<file path="src/rtl/multi_pulse_gen_if.sv">
// Button/mode/pulse/level bundle for multi_pulse_gen.
// The master drives buttons and modes; the slave (the pulse generator) drives pulses and levels.
interface multi_pulse_gen_if #(
    parameter int N_CH = 4
);
    logic [N_CH-1:0]   button_i;
    logic [2*N_CH-1:0] mode_i;
    logic [N_CH-1:0]   pulse_o;
    logic [N_CH-1:0]   level_o;

    modport master (
        output button_i,
        output mode_i,
        input  pulse_o,
        input  level_o
    );

    modport slave (
        input  button_i,
        input  mode_i,
        output pulse_o,
        output level_o
    );
endinterface

</file>
<file path="src/rtl/multi_pulse_gen.sv">
// N-channel synchronise / debounce / edge-qualify / stretch pulse generator.
// Optional auto-repeat while a rising-mode button is held: define MULTI_PULSE_AUTOREPEAT_EN.
module multi_pulse_gen #(
    parameter int N_CH          = 4,
    parameter int DEB_CYCLES    = 16,
    parameter int PULSE_LEN     = 1,
    parameter int REPEAT_DELAY  = 1000,
    parameter int REPEAT_PERIOD = 250
) (
    input  logic               clk_i,
    input  logic               rst_n_i,
    multi_pulse_gen_if.slave   bus
);

    localparam int DW = $clog2(DEB_CYCLES + 1);
    localparam int PW = $clog2(PULSE_LEN + 1);

    typedef enum logic [1:0] {
        IDLE_LO,
        WAIT_HI,
        IDLE_HI,
        WAIT_LO
    } state_e;

    logic [N_CH-1:0] sync1_q;
    logic [N_CH-1:0] sync2_q;
    logic [N_CH-1:0] pulse_vec;
    logic [N_CH-1:0] level_vec;

    always_ff @(posedge clk_i or negedge rst_n_i) begin
        if (!rst_n_i) begin
            sync1_q <= '0;
            sync2_q <= '0;
        end else begin
            sync1_q <= bus.button_i;
            sync2_q <= sync1_q;
        end
    end

    assign bus.pulse_o = pulse_vec;
    assign bus.level_o = level_vec;

    for (genvar c = 0; c < N_CH; c++) begin : g_ch
        logic          s;
        logic [1:0]    mode;
        logic          last_sample;
        logic          rise_evt;
        logic          fall_evt;
        logic          repeat_evt;
        logic          qual_evt;
        state_e        state_q;
        logic [DW-1:0] deb_cnt_q;
        logic          level_q;
        logic [PW-1:0] pulse_cnt_q;
        logic [PW-1:0] pulse_cnt_d;
        logic          pulse_q;

        assign s    = sync2_q[c];
        assign mode = bus.mode_i[2*c +: 2];

        // deb_cnt_q holds how many differing samples were already seen, so the
        // current one is the DEB_CYCLES-th when the count reaches DEB_CYCLES-1.
        assign last_sample = (deb_cnt_q == DW'(DEB_CYCLES - 1));
        assign rise_evt    =  s && last_sample && (state_q == IDLE_LO || state_q == WAIT_HI);
        assign fall_evt    = !s && last_sample && (state_q == IDLE_HI || state_q == WAIT_LO);

        always_ff @(posedge clk_i or negedge rst_n_i) begin
            if (!rst_n_i) begin
                state_q   <= IDLE_LO;
                deb_cnt_q <= '0;
                level_q   <= 1'b0;
            end else begin
                case (state_q)
                    IDLE_LO: begin
                        if (rise_evt) begin
                            state_q <= IDLE_HI;
                            level_q <= 1'b1;
                        end else if (s) begin
                            state_q   <= WAIT_HI;
                            deb_cnt_q <= DW'(1);
                        end
                    end
                    WAIT_HI: begin
                        if (!s) begin
                            state_q   <= IDLE_LO;
                            deb_cnt_q <= '0;
                        end else if (rise_evt) begin
                            state_q   <= IDLE_HI;
                            level_q   <= 1'b1;
                            deb_cnt_q <= '0;
                        end else begin
                            deb_cnt_q <= deb_cnt_q + 1'b1;
                        end
                    end
                    IDLE_HI: begin
                        if (fall_evt) begin
                            state_q <= IDLE_LO;
                            level_q <= 1'b0;
                        end else if (!s) begin
                            state_q   <= WAIT_LO;
                            deb_cnt_q <= DW'(1);
                        end
                    end
                    WAIT_LO: begin
                        if (s) begin
                            state_q   <= IDLE_HI;
                            deb_cnt_q <= '0;
                        end else if (fall_evt) begin
                            state_q   <= IDLE_LO;
                            level_q   <= 1'b0;
                            deb_cnt_q <= '0;
                        end else begin
                            deb_cnt_q <= deb_cnt_q + 1'b1;
                        end
                    end
                    default: begin
                        state_q   <= IDLE_LO;
                        deb_cnt_q <= '0;
                    end
                endcase
            end
        end

        assign qual_evt = (rise_evt && mode[0]) || (fall_evt && mode[1]) || repeat_evt;

        // A reload while still counting extends the pulse without a low gap.
        always_comb begin
            pulse_cnt_d = pulse_cnt_q;
            if (qual_evt) begin
                pulse_cnt_d = PW'(PULSE_LEN);
            end else if (pulse_cnt_q != '0) begin
                pulse_cnt_d = pulse_cnt_q - 1'b1;
            end
        end

        always_ff @(posedge clk_i or negedge rst_n_i) begin
            if (!rst_n_i) begin
                pulse_cnt_q <= '0;
                pulse_q     <= 1'b0;
            end else begin
                pulse_cnt_q <= pulse_cnt_d;
                pulse_q     <= (pulse_cnt_d != '0);
            end
        end

`ifdef MULTI_PULSE_AUTOREPEAT_EN
        localparam int RPT_MAX = (REPEAT_DELAY > REPEAT_PERIOD) ? REPEAT_DELAY : REPEAT_PERIOD;
        localparam int RW      = $clog2(RPT_MAX + 1);

        logic          rpt_active_q;
        logic [RW-1:0] rpt_cnt_q;

        assign repeat_evt = rpt_active_q && mode[0] && (rpt_cnt_q == RW'(1));

        always_ff @(posedge clk_i or negedge rst_n_i) begin
            if (!rst_n_i) begin
                rpt_active_q <= 1'b0;
                rpt_cnt_q    <= '0;
            end else if (fall_evt || !mode[0]) begin
                rpt_active_q <= 1'b0;
                rpt_cnt_q    <= '0;
            end else if (rise_evt) begin
                rpt_active_q <= 1'b1;
                rpt_cnt_q    <= RW'(REPEAT_DELAY);
            end else if (rpt_active_q) begin
                if (rpt_cnt_q == RW'(1)) begin
                    rpt_cnt_q <= RW'(REPEAT_PERIOD);
                end else begin
                    rpt_cnt_q <= rpt_cnt_q - 1'b1;
                end
            end
        end
`else
        assign repeat_evt = 1'b0;
`endif

        assign pulse_vec[c] = pulse_q;
        assign level_vec[c] = level_q;
    end

endmodule

</file>
<file path="src/flat_wrapper.sv">
// flat-port wrapper written by rule: the top's interface ports become plain ports
module multi_pulse_gen_flat 
#(
    parameter int N_CH          = 4,
    parameter int DEB_CYCLES    = 16,
    parameter int PULSE_LEN     = 1,
    parameter int REPEAT_DELAY  = 1000,
    parameter int REPEAT_PERIOD = 250
)
  (clk_i, rst_n_i, bus_button_i, bus_mode_i, bus_pulse_o, bus_level_o);
  multi_pulse_gen_if #(.N_CH(N_CH)) bus_i ();
  input  logic clk_i;
  input  logic rst_n_i;
  input wire logic [$bits(bus_i.button_i)-1:0] bus_button_i;
  input wire logic [$bits(bus_i.mode_i)-1:0] bus_mode_i;
  output wire logic [$bits(bus_i.pulse_o)-1:0] bus_pulse_o;
  output wire logic [$bits(bus_i.level_o)-1:0] bus_level_o;
  assign bus_i.button_i = bus_button_i;
  assign bus_i.mode_i = bus_mode_i;
  assign bus_pulse_o = bus_i.pulse_o;
  assign bus_level_o = bus_i.level_o;
  multi_pulse_gen #(.N_CH(N_CH), .DEB_CYCLES(DEB_CYCLES), .PULSE_LEN(PULSE_LEN), .REPEAT_DELAY(REPEAT_DELAY), .REPEAT_PERIOD(REPEAT_PERIOD)) u_core (.clk_i(clk_i), .rst_n_i(rst_n_i), .bus(bus_i));
endmodule
</file>
<file path="config.mk">
export PLATFORM = sky130hd
export DESIGN_NAME = multi_pulse_gen_flat
export DESIGN_NICKNAME = d
export VERILOG_FILES = /design/src/rtl/multi_pulse_gen_if.sv /design/src/rtl/multi_pulse_gen.sv /design/src/flat_wrapper.sv
export SDC_FILE = /design/constraint.sdc
export NUM_CORES = 1
export LEC_CHECK = 0
export CORE_UTILIZATION = 46
export CTS_CLUSTER_DIAMETER = 150
export DETAILED_ROUTE_END_ITERATION = 12
export PLACE_DENSITY_LB_ADDON = 0.1
export SYNTH_ARGS = -nofsm -noshare
export SYNTH_HDL_FRONTEND = slang
export SYNTH_SLANG_ARGS = --single-unit
</file>
<file path="constraint.sdc">
create_clock -name clk_i -period 3.6 [get_ports clk_i]
set_input_delay 0.72 -clock clk_i [delete_from_list [all_inputs] [get_ports clk_i]]
set_output_delay 0.72 -clock clk_i [all_outputs]
set_load 0.005 [all_outputs]
</file>
==> impl_metrics.py <==
metrics = {
    "timing": {
        "skew_ps": 5.437,
        "worstMarginPinSlew_ps": 955.7,
        "grt_setup_unrepaired": "false",
        "fmax_mhz": 502.6,
        "period_minus_slack_ps": 1990,
        "fin_tns_setup_ps": 0,
        "setup_ws_ps": 1610,
        "slew_violations": 0,
        "setup_violations": 0,
        "slew-limit-headroom": 0.3629,
        "hold_slack_ps": 353.0,
        "min_period_over_period": 0.5527,
        "hold_viol": 0,
    },
    "synth": {
        "ys.warnings.count": 0,
        "synth_top_area_frac": 0.5392,
        "synth_fp_nets": 211,
        "ys.flop_type": "dfrtp_1",
        "seq_area_frac_synth": 0.5392,
        "synth_seq_cells": 44,
        "yosys-top-cells-area": "dfrtp_1 (54%), ha_1 (4.9%), xor2_1 (4.3%)",
        "synthArstFlopShare": 1.000,
        "yosysUniqueCellTypes": 33,
        "synth_edf_count": 0,
        "syn_area_per_cell_um2": 10.80,
        "synthCells": 189,
        "yosys.area.top_type": "dfrtp_1",
        "netlist_area_um2": 2042,
    },
    "setup_path": {
        "crit_family": "simple AND/OR/NAND/NOR gates",
        "cp-end-kind": "register",
        "cp_slowest_cell": "or4b_1",
        "worstPathArrival_ps": 2220,
        "crit_chain": "ha_1 > and3_1 > ha_1 > and2b_1 > or4b_1 > nand3_1",
        "critPathBufInv": 0,
        "crit_required_ps": 3830,
        "cp_common_cell": "ha_1",
        "path_max_fanout": 9,
        "cp-start-kind": "register",
        "cpPeakStageDelay_ps": 440,
        "crit_type": "register to register",
    },
    "placement": {
        "io_buffers": 21,
        "place.gp.congestion": 0.7616,
        "pre_cts_ws_ps": 1647,
        "detailed_place_hpwl_mm": 2.250,
    },
    "finish": {
        "num_antenna_cells": 0,
        "nets": 224,
        "syn_to_final_growth_pct": 13.24,
        "drive_gt1_frac": 0.05419,
    },
    "clock_tree": {
        "numCtsBuffers": 5,
        "postCtsHoldBufs": 0,
        "cts_resized": 0,
        "ctsRootBufferMaster": "clkbuf_8",
        "clk_pin_slew_worst_paths_ps": 80,
        "cts.sinks": 44,
        "clock_latency_ps": 290,
        "cts_tree": "built",
        "cts_setup_buffers": 0,
        "clockBufferDepth": 2,
        "htree_levels": 2,
    },
    "outcome": {
        "outcome": "finished clean",
    },
    "power_and_ir_drop": {
        "leakage_nw": 1.046,
        "power_w": 0.0009200,
        "p_per_area_nw_per_um2": 397.9,
        "ir_drop_mv": 0.2606,
    },
    "floorplanning": {
        "die_x_um": 68.63,
        "io_pins": 22,
        "rows": 23,
        "coreArea_um2": 4144,
        "dieArea_um2": 4709,
        "die_h_um": 68.63,
        "initial_core_util": 0.4928,
    },
    "routing": {
        "drt_iter0_markers": 55,
        "drtPass1Iterations": 4,
        "antenna_left": 0,
        "drc": 0,
        "routed_wl_mm": 3.166,
        "num_vias": 1340,
        "routedWlPerCell_um": 12.51,
        "routed_via_density": 5.296,
    },
    "grt": {
        "grt_pass1_vias": 1348,
        "grt_pass1_wl_mm": 5.630,
        "antenna_found_initial": 0,
        "grt_overflow": 0,
        "grt_max_degree": 45,
        "grt_usage": 0.1624,
    },
    "run": {
        "drv_cap": 0,
    },
    "min_path": {
        "hold_path_class": "register to register",
    },
}
-- report_power, final --
part / total (W) / switching (W) / internal [W]
sequential: 0.000535 / 0.0000204 / 0.000515
combinational: 0.0000713 / 0.0000355 / 0.0000359
clock: 0.000314 / 0.000158 / 0.000156
total: 0.000920 / 0.000214 / 0.000706
-- kinds of logic (layout without fill, tap and decap cells) --
family | count (synthesis) | after routing | share of synthesized area
DFF | 44 | 44 | 0.5392
AOI/OAI and AO/OA | 34 | 34 | 0.09927
adders and majority gates | 8 | 8 | 0.04902
and+or+nand+nor | 58 | 58 | 0.1654
muxes | 6 | 6 | 0.03125
xor gates and xnor gates | 11 | 11 | 0.04718
buffers and inverters | 28 | 42 | 0.06863
-- final cells by class --
type / count / area (um2)
Clock buffer: 7 / 86.33
Multi-Input combinational cell: 117 / 800.8
Sequential cell: 44 / 1101
Fill cell: 360 / 1832
Inverter: 13 / 48.80
Clock inverter: 1 / 7.507
Timing Repair Buffer: 21 / 205.2
Tap cell: 50 / 62.56
-- cells in the mapped netlist, drive strengths merged, types with 4 or more instances --
cell type,number
a21oi,9
and2,4
and3,4
buf,12
dfrtp,44
ha,8
inv,13
nand2,9
nand2b,9
nand3,12
nand3b,6
nand4,4
o21ai,13
xor2,10
-- registers in the layout, indices dropped and copies added (netlist names) --
signal and count:
u_core.g_ch.deb_cnt_q 20, u_core.g_ch.state_q 8, u_core.g_ch.level_q 4, u_core.g_ch.pulse_cnt_q 4, u_core.sync1_q 4, u_core.sync2_q 4
-- layer usage --
| metal | part of all wire | GRT usage | up-vias | wire length, um |
|---|---|---|---|---|
| met5 | 0 | 0 | - | 0 |
| met4 | 0.015 | 0.06250 | 0 | 48 |
| met3 | 0.037 | 0.03947 | 5 | 117 |
| met2 | 0.48 | 0.2843 | 20 | 1518 |
| met1 | 0.47 | 0.1905 | 650 | 1482 |
| li1 | - | - | 665 | - |
-- final timing paths --
check                                                              from                                      end  slack (ps)  depth (start not counted)
worst min-delay path                        u_core.sync1_q[0]$_DFF_PN0_              u_core.sync2_q[0]$_DFF_PN0_         350                          0
min in group asynchronous                                       rst_n_i    u_core.g_ch[0].state_q[1]$_DFFE_PN0P_         560                          1
worst max register to register  u_core.g_ch[0].deb_cnt_q[0]$_DFFE_PN0P_  u_core.g_ch[0].deb_cnt_q[3]$_DFFE_PN0P_        1610                          6
worst max-delay path            u_core.g_ch[0].deb_cnt_q[0]$_DFFE_PN0P_  u_core.g_ch[0].deb_cnt_q[3]$_DFFE_PN0P_        1610                          6
max in group asynchronous                                       rst_n_i  u_core.g_ch[1].deb_cnt_q[3]$_DFFE_PN0P_        2430                          1
worst min register to register              u_core.sync1_q[0]$_DFF_PN0_              u_core.sync2_q[0]$_DFF_PN0_         350                          0
-- layout by cell type (no fill, tap or decap), types with 2 or more instances in the layout --
cell type / Yosys / routed
nand2b_1: 9 / 9
clkbuf_8: 0 / 6
nand3b_1: 6 / 6
nand2_1: 9 / 9
nand3_1: 12 / 12
nor2_1: 3 / 3
nor2b_1: 2 / 2
o21ai_0: 10 / 10
inv_1: 13 / 13
and2_1: 4 / 4
o21ai_1: 3 / 3
xor2_1: 10 / 10
dfrtp_1: 44 / 44
and3_1: 4 / 4
a21oi_1: 9 / 9
nand4b_1: 3 / 3
mux2_2: 3 / 3
mux2i_1: 3 / 3
o31ai_1: 3 / 3
ha_1: 8 / 8
clkdlybuf4s50_1: 0 / 20
o22ai_1: 3 / 3
nand4_1: 4 / 4
-- stage by stage --
step                  util  instances  instance area, um2
detailed placement  0.5353        245                2218
floorplan                -        189                2042
global route        0.5580        253                2312
CTS                 0.5580        253                2312
global placement    0.5353        245                2218
finish              0.5580        253                2312
-- worst register-to-register path, stage by stage (launching register included) --
cell and delay (ps):
dfrtp_1 410, ha_1 240, and3_1 190, ha_1 270
and2b_1 310, or4b_1 440, nand3_1 80
(Power assumes the default switching activity.)
